$ cat config.mk
export PLATFORM = sky130hd
export DESIGN_NAME = audio_play_engine
export DESIGN_NICKNAME = d
export VERILOG_FILES = /design/src/rtl/audio_play_engine_pkg.sv /design/src/rtl/audio_play_engine_rise.sv /design/src/rtl/audio_play_engine.sv
export SDC_FILE = /design/constraint.sdc
export NUM_CORES = 1
export LEC_CHECK = 0
export ABC_AREA = 1
export CAP_MARGIN = 15
export CORE_MARGIN = 4
export CORE_UTILIZATION = 25
export CTS_BUF_LIST = sky130_fd_sc_hd__clkbuf_4
export DETAILED_ROUTE_END_ITERATION = 16
export SLEW_MARGIN = 20
export SYNTH_ARGS = -nofsm -noshare
export SYNTH_HDL_FRONTEND = slang
export SYNTH_SLANG_ARGS = --single-unit
$ cat constraint.sdc
create_clock -name i_clk -period 4 [get_ports i_clk]
set_input_delay 0.8 -clock i_clk [delete_from_list [all_inputs] [get_ports i_clk]]
set_output_delay 0.8 -clock i_clk [all_outputs]
set_load 0.05 [all_outputs]
$ cat src/rtl/audio_play_engine_pkg.sv
// Shared audio types: playback state encoding and default bus widths,
// also imported by the record engine.
package audio_play_engine_pkg;

   localparam int unsigned DEF_ADDR_W = 23;
   localparam int unsigned DEF_DATA_W = 16;

   typedef logic [DEF_DATA_W-1:0] SAMPLE_T;

   typedef enum logic [2:0] {
      IDLE,
      FETCH,
      READY,
      PAUSED,
      DONE
   } play_state_t;

endpackage

$ cat src/rtl/audio_play_engine_rise.sv
// 1-bit rising-edge detector with a registered previous value.
module rise_detect (
   input  logic clk,
   input  logic rst,
   input  logic level,
   output logic rise
);

   logic prev;
   logic armed;

   // The first clock after reset only captures the level, so an input
   // already high across reset release is not mistaken for a new edge.
   always_ff @(posedge clk or posedge rst) begin
      if (rst) begin
         prev  <= 1'b0;
         armed <= 1'b0;
      end else begin
         prev  <= level;
         armed <= 1'b1;
      end
   end

   assign rise = armed & level & ~prev;

endmodule

$ cat src/rtl/audio_play_engine.sv
// Playback engine: fetches samples over a request/valid read port and
// presents one per sample tick to the DAC, reporting completion to the controller.
module audio_play_engine
   import audio_play_engine_pkg::*;
#(
   parameter int unsigned ADDR_W = DEF_ADDR_W,
   parameter int unsigned DATA_W = DEF_DATA_W
) (
   input  logic              i_clk,
   input  logic              i_rst,
   input  logic              i_play_start,
   input  logic [ADDR_W-1:0] i_play_select,
   input  logic [ADDR_W-1:0] i_play_end,
   input  logic              i_play_pause,
   input  logic              i_play_stop,
   output logic              o_play_done,
   output logic              o_mem_read,
   output logic [ADDR_W-1:0] o_mem_addr,
   input  logic              i_mem_valid,
   input  logic [DATA_W-1:0] i_mem_data,
   input  logic              i_sample_tick,
   output logic [DATA_W-1:0] o_dac_data,
   output logic              o_dac_valid,
   output logic              o_underrun
);

   play_state_t       state, state_n;
   logic [ADDR_W-1:0] addr, addr_n;
   logic [ADDR_W-1:0] end_addr, end_n;
   logic [DATA_W-1:0] buffer, buffer_n;
   logic [DATA_W-1:0] dac_data, dac_data_n;
   logic              dac_valid, dac_valid_n;
   logic              underrun, underrun_n;
   logic              done, done_n;
   logic              stop_pend, stop_pend_n;
   logic              start_rise;

   rise_detect u_start_rise (
      .clk   (i_clk),
      .rst   (i_rst),
      .level (i_play_start),
      .rise  (start_rise)
   );

   always_ff @(posedge i_clk or posedge i_rst) begin
      if (i_rst) begin
         state     <= IDLE;
         addr      <= '0;
         end_addr  <= '0;
         buffer    <= '0;
         dac_data  <= '0;
         dac_valid <= 1'b0;
         underrun  <= 1'b0;
         done      <= 1'b0;
         stop_pend <= 1'b0;
      end else begin
         state     <= state_n;
         addr      <= addr_n;
         end_addr  <= end_n;
         buffer    <= buffer_n;
         dac_data  <= dac_data_n;
         dac_valid <= dac_valid_n;
         underrun  <= underrun_n;
         done      <= done_n;
         stop_pend <= stop_pend_n;
      end
   end

   always_comb begin
      state_n     = state;
      addr_n      = addr;
      end_n       = end_addr;
      buffer_n    = buffer;
      dac_data_n  = dac_data;
      dac_valid_n = 1'b0;
      underrun_n  = underrun;
      done_n      = (state == DONE);
      stop_pend_n = stop_pend;

      unique case (state)
         IDLE: begin
            if (start_rise) begin
               addr_n      = i_play_select;
               end_n       = i_play_end;
               underrun_n  = 1'b0;
               stop_pend_n = 1'b0;
               state_n     = (i_play_select >= i_play_end) ? DONE : FETCH;
            end
         end
         FETCH: begin
            if (i_sample_tick) underrun_n = 1'b1;
            if (i_play_stop) stop_pend_n = 1'b1;
            // A stop seen at any point during the read is remembered; the bus
            // transaction still runs to completion and its data is dropped.
            if (i_mem_valid) begin
               addr_n = addr + 1'b1;
               if (i_play_stop || stop_pend) begin
                  state_n = DONE;
               end else begin
                  buffer_n = i_mem_data;
                  state_n  = i_play_pause ? PAUSED : READY;
               end
            end
         end
         READY: begin
            if (i_play_stop) begin
               state_n = DONE;
            end else if (i_play_pause) begin
               state_n = PAUSED;
            end else if (i_sample_tick) begin
               dac_data_n  = buffer;
               dac_valid_n = 1'b1;
               state_n     = (addr == end_addr) ? DONE : FETCH;
            end
         end
         PAUSED: begin
            if (i_play_stop) state_n = DONE;
            else if (!i_play_pause) state_n = READY;
         end
         DONE: state_n = IDLE;
         default: state_n = IDLE;
      endcase
   end

   always_comb begin
      o_mem_read = (state == FETCH);
      o_mem_addr = (state == FETCH) ? addr : '0;
   end

   assign o_dac_data  = dac_data;
   assign o_dac_valid = dac_valid;
   assign o_underrun  = underrun;
   assign o_play_done = done;

endmodule

# Yosys cells after proc, flatten, opt, wreduce, memory -nomap -nowiden
# Index checks and enable logic that the tools add are counted.
[totals] romBits=0 latchBits=0 word_cells=65 register_bits=87 out_inout_bits=43 mem_count=0 inputBits=69 mem_bits_rw=0
[classes] reduce_logical=10 mul=0 order_cmp=1 n_div=0 n_addsub=1 n_eq_ne=11 bitwise=6 mux=25 n_shift=0
[ops] op="23-bit 2-to-1 mux" count=3
[ops] op="23-bit case mux with 2 select lines" count=1
[ops] op="3-bit 2-to-1 mux" count=10
[ops] op="23-bit by 1-bit adder with 23-bit output (second input constant)" count=1
[ops] op="23-bit == test" count=1
[ops] op="23-bit greater-or-equal comparator" count=1
[ops] op="3-bit case mux with 4 select lines" count=1
[ops] op="3-bit AND reduction" count=4
[ops] op="1-bit 2-to-1 mux" count=8
[ops] op="4-bit AND reduction" count=2
[ops] op="3-bit by 2-bit == test with 1-bit output (second input constant)" count=2
[ops] op="2-bit by 1-bit inequality test with 1-bit output (second input constant)" count=2
[ops] op="2-bit inequality test (second input constant)" count=2
[ops] op="4-bit inequality test (second input constant)" count=1
[ops] op="1-bit inverter" count=4
[ops] op="1-bit case mux with 2 select lines" count=2
[ops] op="3-bit by 1-bit == test with 1-bit output (second input constant)" count=1
[ops] op="3-bit == test (second input constant)" count=1
[ops] op="3-bit logical NOT" count=1
[ops] op="3-bit inequality test (second input constant)" count=1
[ops] op="1-bit AND" count=2
[ops] op="2-bit AND reduction" count=1
[ops] op="2-bit nonzero test" count=1
[ops] op="1-bit logical OR" count=1

# Depth between registers and ports, before layout
# Gate-level depths: netlist of run 1.
[logic_depth] ltp_word=6 mapped_depth=14 depth_no_buf=14

# By module
# Synthesis of run 1 repeated with hierarchy kept, for this count alone.
[unflattened] cells_unflattened=721 hier_area_um2=5207.5
[modules_own_cells] mod="audio_play_engine" instances=1 cells_per_inst=715 area_each_um2=5139.9
[modules_own_cells] mod="rise_detect" instances=1 cells_per_inst=6 area_each_um2=67.6

# Worst setup path before layout of run 1
# Ideal clock, no wire load.
[synth_timing] path_kind="register -> output" from="reg state[1]" to="out o_mem_addr[1]" t_arrival_ns=1.756 path_stages_with_launch=8 n_path_buf=2 path_slack_ns=1.444 cell_sequence="dfrtp_1 nor2_2 inv_2 nor2_8 inv_4 buf_2 buf_2 nor2_1"
[synth_between] elab_chain_len=2
[synth_lines] item="start: declaration" line_no="audio_play_engine.sv:27" source="play_state_t state, state_n;"
[synth_lines] item="start signal: assignment" line_no="audio_play_engine.sv:57" source="state <= state_n;"
[synth_lines] item="3-bit by 1-bit == test with 1-bit output" line_no="audio_play_engine.sv:127" source="o_mem_addr = (state == FETCH) ? addr : '0;"
[synth_lines] item="23-bit 2-to-1 mux" line_no="audio_play_engine.sv:127"
[synth_lines] item="end: declaration" line_no="audio_play_engine.sv:18" source="output logic [ADDR_W-1:0] o_mem_addr,"
# No other way between the ends.

# Final worst setup path of run 1
[layout_timing] from="reg state[0]" to="out o_mem_addr[11]"
# The elaborated chain is that of the path after synthesis.

==> results.cfg, run 1 <==
[clocking]
clk_latency_ns = 0.47
root_buffer = clkbuf_4
cts.sinks = 87
cts_tree = yes
cts_buffer_depth = 2
clk_pin_slew_ns = 0.16
cts_setup_buffers = 0
numCtsBuffers = 9
cts_resized = 0
htree_num_levels = 3
postCtsHoldBufs = 0

[critical_path]
cpPeakStageDelay_ns = 0.73
worstPathRequired_ns = 3.20
worstRegToRegCells = 9
end_kind = output port
critical_path_depth = 5
cp_num_buf_inv = 3
critPathTopFamily = buffers and inverters
arrival_ns = 2.56
critPathSlowestCell = clkdlybuf4s50_1
crit_start = state[0]
cp-start-kind = flip-flop
cp_cell_sequence = inv_2 > nor2_8 > inv_4 > nor2_1 > clkdlybuf4s50_1
rrSetupSlack_ns = 1.76
cp_max_fo = 42
r2r-start = state[0]
critPathKind = flip-flop to output port

[route]
drt-initial-drc-count = 273
routedLengthMet1_um = 7180
wirelength_um = 15610
vias = 4812
top_layer = met5
drt_pass1_iterations = 5
wl_met2_um = 6942
drtAntennaViolNets = 0
wl_met3_um = 1222
wire_per_inst_um = 14.28
viasPerCell = 4.403
drcViolationCount = 0

[logic_synthesis]
synth_xor_area_frac = 0
syn_area_um2 = 5259
syn_area_per_cell_um2 = 7.407
synth_edf_count = 0
ys.warnings.count = 0
synth_fp_nets = 803
yosysUniqueCellTypes = 38
synth_seq_cells = 87
synth_top_family_by_area = simple AND/OR/NAND/NOR gates
synthSimpleGateAreaFrac = 0.2907
async_flop_share = 1.000
yosys-mux-area-fraction = 0.03783
synth-main-ff-cell = dfrtp_1
synth-compound-area-share = 0.1040
postSynthCellCount = 710
yosysSeqAreaShare = 0.4140
synth-adder-area-share = 0.05710

[floorplanning]
die_h_um = 153.0
core_area_um2 = 20430
die_w_um = 153.0
ios = 112
start_util = 0.2574
rows = 52
die-area_um2 = 23420

[cells_and_area]
n_antenna_cell = 0
seq_area_um2 = 2177
drive_gt1_frac = 0.06804
layout.cells.non_filler = 1093
nets = 911
fillers = 2198
multi_input_area_um2 = 2581
synthToLayoutAreaGrowth_pct = 29.29

[worst_hold_path]
min_from = buffer[12]
min_path_cells = 2
min_path_type = flip-flop to flip-flop

[placed_design]
dp.final_hpwl_um = 11870
dpl.cell_count = 1077
gp_congestion = 0.8376
port_buffers = 111
post-place-ws_ns = 1.159

[global_route]
grt_pass1_vias = 4723
grt_overflow = 0
grt.total_usage = 0.1337
grt_max_degree = 88
grt_antenna_before_repair = 2
grt_pass1_wl_um = 25150

[timing]
hold_violations = 0
setup_slack_ns = 0.6383
period_needed_ns = 3.362
finClkSkew_ns = 0.01086
setup-tns-final_ns = 0
max_slew_margin = 0.5414
rsz0062_at_grt = no
final-setup-viol-count = 0
fmax_mhz = 297.5
drv_slew = 0
fin_crit_sh = 0.8404
worst_pin_slew_ns = 0.6827

[power]
total_power_mw = 4.713
vdd_drop_max_mv = 0.2902
powerDensity_nw_per_um2 = 693.2
leakagePower_nw = 3.354

[status]
status = complete, no violations

[run]
cap_viol_max_count = 0
-- metrics by stage --
stage / hold WS (ns) / util / area [um2]
CTS: 0.4967 / 0.3328 / 6799
global placement: 0.4557 / 0.3256 / 6651
floorplan: 0.4435 / - / 5259
detailed placement: 0.4590 / 0.3256 / 6651
finish: 0.4916 / 0.3328 / 6799
global route: 0.5293 / 0.3328 / 6799
-- worst min-delay path: stages (launching register included) --
cell and delay [ns]:
dfrtp_1 0.37, nand2_1 0.05, nand2_1 0.05
-- synthesized netlist by cell type (all sizes together), types with 3 or more instances --
| master | n | share of area |
|---|---|---|
| a31oi | 16 | 0.019 |
| dfrtp | 87 | 0.41 |
| nor2 | 89 | 0.074 |
| nor3 | 11 | 0.014 |
| a21oi | 18 | 0.017 |
| nand4 | 9 | 0.011 |
| buf | 15 | 0.017 |
| o21ai | 46 | 0.044 |
| a32oi | 4 | 0.0067 |
| nand2 | 231 | 0.17 |
| mux2 | 15 | 0.038 |
| clkbuf | 3 | 0.0021 |
| a22oi | 3 | 0.0043 |
| nand3 | 21 | 0.021 |
| ha | 24 | 0.057 |
| inv | 106 | 0.076 |
-- routing by layer --
metal / vias up / global-route usage
li1: 2471 / -
met1: 2174 / 0.1793
met2: 143 / 0.2069
met3: 20 / 0.04919
met4: 4 / 0.03012
met5: - / 0
-- path summary, 6_finish.rpt --
path                                   to
setup reg to reg                 addr[11]
hold reg to reg            o_dac_data[12]
setup / recovery           o_mem_addr[11]
max in group asynchronous     end_addr[8]
min in group asynchronous        addr[20]
hold / removal             o_dac_data[12]
-- state kept, by name, summed over array words and instances, names as in the netlist --
name	cells
addr	23
buffer	16
end_addr	23
o_dac_data	16
o_dac_valid	1
o_play_done	1
o_underrun	1
state	3
stop_pend	1
u_start_rise.armed	1
u_start_rise.prev	1
-- power breakdown --
group | internal (mW) | switching [mW]
Sequential | 1.26 | 0.267
Clock | 0.197 | 0.353
Combinational | 0.882 | 1.75
-- cell type report --
class / count / share of cell area
Multi-Input combinational cell: 499 / 0.3796
Clock buffer: 9 / 0.009937
Inverter: 106 / 0.05907
Timing Repair Buffer: 115 / 0.1697
Sequential cell: 87 / 0.3202
Tap cell: 270 / 0.04969
Clock inverter: 7 / 0.01178
-- cells by family (layout without fill, tap and decap cells) --
logic type	after synthesis	after routing
buf+inv	124	237
simple gates	363	363
other cells	1	1
flops	87	87
compound gates	96	96
fa+ha+maj	24	24
mux	15	15
-- cells in the final DEF (no fill, tap or decap), drive strengths merged, types with 3 or more instances in the layout --
master and count:
a22oi 3, nor2 89, buf 4, nand4 9, nor3 11, o21ai 46
a32oi 4, clkbuf 9, clkinv 3, mux2 15, a21oi 18, nand2 231
ha 24, dfrtp 87, clkdlybuf4s50 111, a31oi 16, inv 107, nand3 21
Power figures use the tool's default switching activity.
==> run 2: changes to the inputs <==
==> constraint.sdc (replaced) <==
create_clock -name i_clk -period 3.3 [get_ports i_clk]
set_input_delay 0.66 -clock i_clk [delete_from_list [all_inputs] [get_ports i_clk]]
set_output_delay 0.66 -clock i_clk [all_outputs]
set_load 0.05 [all_outputs]
==> run 2 against run 1 <==
Sequential share of layout area up 0.21 points. Sequential power rose by 22%. Routed wire length fell by 1.5%. Critical path type unchanged. Largest power group unchanged. Clock-buffer cell count did not move. Cell area decreased by 0.64%. Global-route usage increased by 0.081 points. Register-to-register slack lost 0.66 ns.
==> results.cfg, run 2 (synthesized netlist as in run 1, its figures left out) <==
[global_route]
grt_pass1_vias = 4695
grt_max_degree = 55
grt_overflow = 0
grt.total_usage = 0.1345
grt_antenna_before_repair = 1
grt_pass1_wl_um = 25220

[power]
powerDensity_nw_per_um2 = 834.7
p_comb_frac = 0.560
leakagePower_nw = 3.392
p_sw_mw = 2.882
seqPwrFrac = 0.330
p_int_mw = 2.756
vdd_drop_max_mv = 0.2969
p_clk_frac = 0.109
total_power_mw = 5.638
switching_share = 0.5112

[timing]
finClkSkew_ns = 0.01258
setup-tns-final_ns = 0
worst_pin_slew_ns = 0.6465
period_needed_ns = 3.079
rsz0062_at_grt = no
fin_crit_sh = 0.9331
setup_slack_ns = 0.2207
drv_slew = 0
hold_violations = 0
fmax_mhz = 324.7
final-setup-viol-count = 0
hold_slack_ns = 0.4898
max_slew_margin = 0.5657

[placed_design]
gp_congestion = 0.8375
port_buffers = 111
post-place-ws_ns = 0.6829
dp.final_hpwl_um = 11830

[clocking]
cts.sinks = 87
cts_tree = yes
clk_pin_slew_ns = 0.16
postCtsHoldBufs = 0
clk_latency_ns = 0.49
root_buffer = clkbuf_4
cts_setup_buffers = 0
cts_buffer_depth = 2
numCtsBuffers = 9
htree_num_levels = 3
cts_resized = 0

[route]
wirelength_um = 15370
wire_per_inst_um = 14.05
drcViolationCount = 0
drt-initial-drc-count = 268
drt_pass1_iterations = 5
vias = 4823
drtAntennaViolNets = 0
viasPerCell = 4.409

[cells_and_area]
top_regs = addr (23), end_addr (23)
final_common_cell = nand2_1
finalCoreUtilization = 0.3307
mostFrequentLayoutCells = nand2_1 (227), inv_1 (100), clkdlybuf4s50_1 (94)
n_antenna_cell = 0
nets = 912
synthToLayoutAreaGrowth_pct = 28.46
drive_gt1_frac = 0.08981

[floorplanning]
core_area_um2 = 20430
die-area_um2 = 23420
die_h_um = 153.0
die_w_um = 153.0
ios = 112
rows = 52
start_util = 0.2574

[run]
cap_viol_max_count = 0

[status]
status = complete, no violations

[critical_path]
cp-start-kind = flip-flop
worstPathRequired_ns = 2.64
end_kind = output port
critPathKind = flip-flop to output port
cp_max_fo = 22
arrival_ns = 2.42

[worst_hold_path]
min_path_type = flip-flop to flip-flop
-- run 2: cell count changes in the layout (fill, tap and decap cells not counted) --
| cell | delta |
|---|---|
| clkinv_4 | -1 |
| buf_4 | +18 |
| clkinv_8 | +1 |
| bufinv_16 | -1 |
| inv_8 | +1 |
| clkinvlp_4 | -2 |
| clkdlybuf4s50_1 | -17 |
| inv_6 | +2 |
-- run 2: final cells by class --
class,count,area (um2)
sequential,87,2177
inverter,106,401.6
fill,2217,13670
tap,270,337.8
timing repair buffer,116,1119
clock buffer,9,67.56
multi-input combinational,499,2581
clock inverter,7,71.32
-- run 2: per-stage QoR --
stage	cell area, um2	std cells
4_1_cts	6755	1094
3_5_place_dp	6616	1078
3_3_place_gp	6616	1078
6_report	6755	1094
5_1_grt	6755	1094
2_1_floorplan	5259	710
-- run 2: metal layers --
layer	vias up	part of all wire	GRT usage
met5	-	0.00085	0
met3	11	0.090	0.05174
met4	2	0.0072	0.02291
met2	153	0.46	0.2130
met1	2187	0.45	0.1779
li1	2470	-	-
-- run 2: power by group through the flow --
stage | clock network (mW) | registers, mW | logic (mW)
after floorplan | 0 | 2.05 | 2.08
after global placement | 0 | 1.88 | 3.14
after detailed placement | 0 | 1.88 | 3.18
after CTS | 0.648 | 1.87 | 3.19
after global routing | 0.694 | 1.93 | 3.51
final | 0.617 | 1.86 | 3.16
-- run 2: worst paths after layout --
check                           start             end  slack (ns)  cells after the start
max                          state[0]   o_mem_addr[8]        0.22                      5
min                        buffer[13]  o_dac_data[13]        0.49                      2
max reg2reg                  state[0]         addr[2]        1.10                      8
min reg2reg                buffer[13]  o_dac_data[13]        0.49                      2
max in group asynchronous       i_rst     end_addr[3]        2.07                      3
min in group asynchronous       i_rst     o_dac_valid        0.51                      2
-- run 2: worst max-delay path, cell delays in order (launching register included) --
cell and delay (ns):
dfrtp_1 0.46, inv_2 0.18, nor2_8 0.17, inv_4 0.11, nor2_1 0.18, clkdlybuf4s50_1 0.84
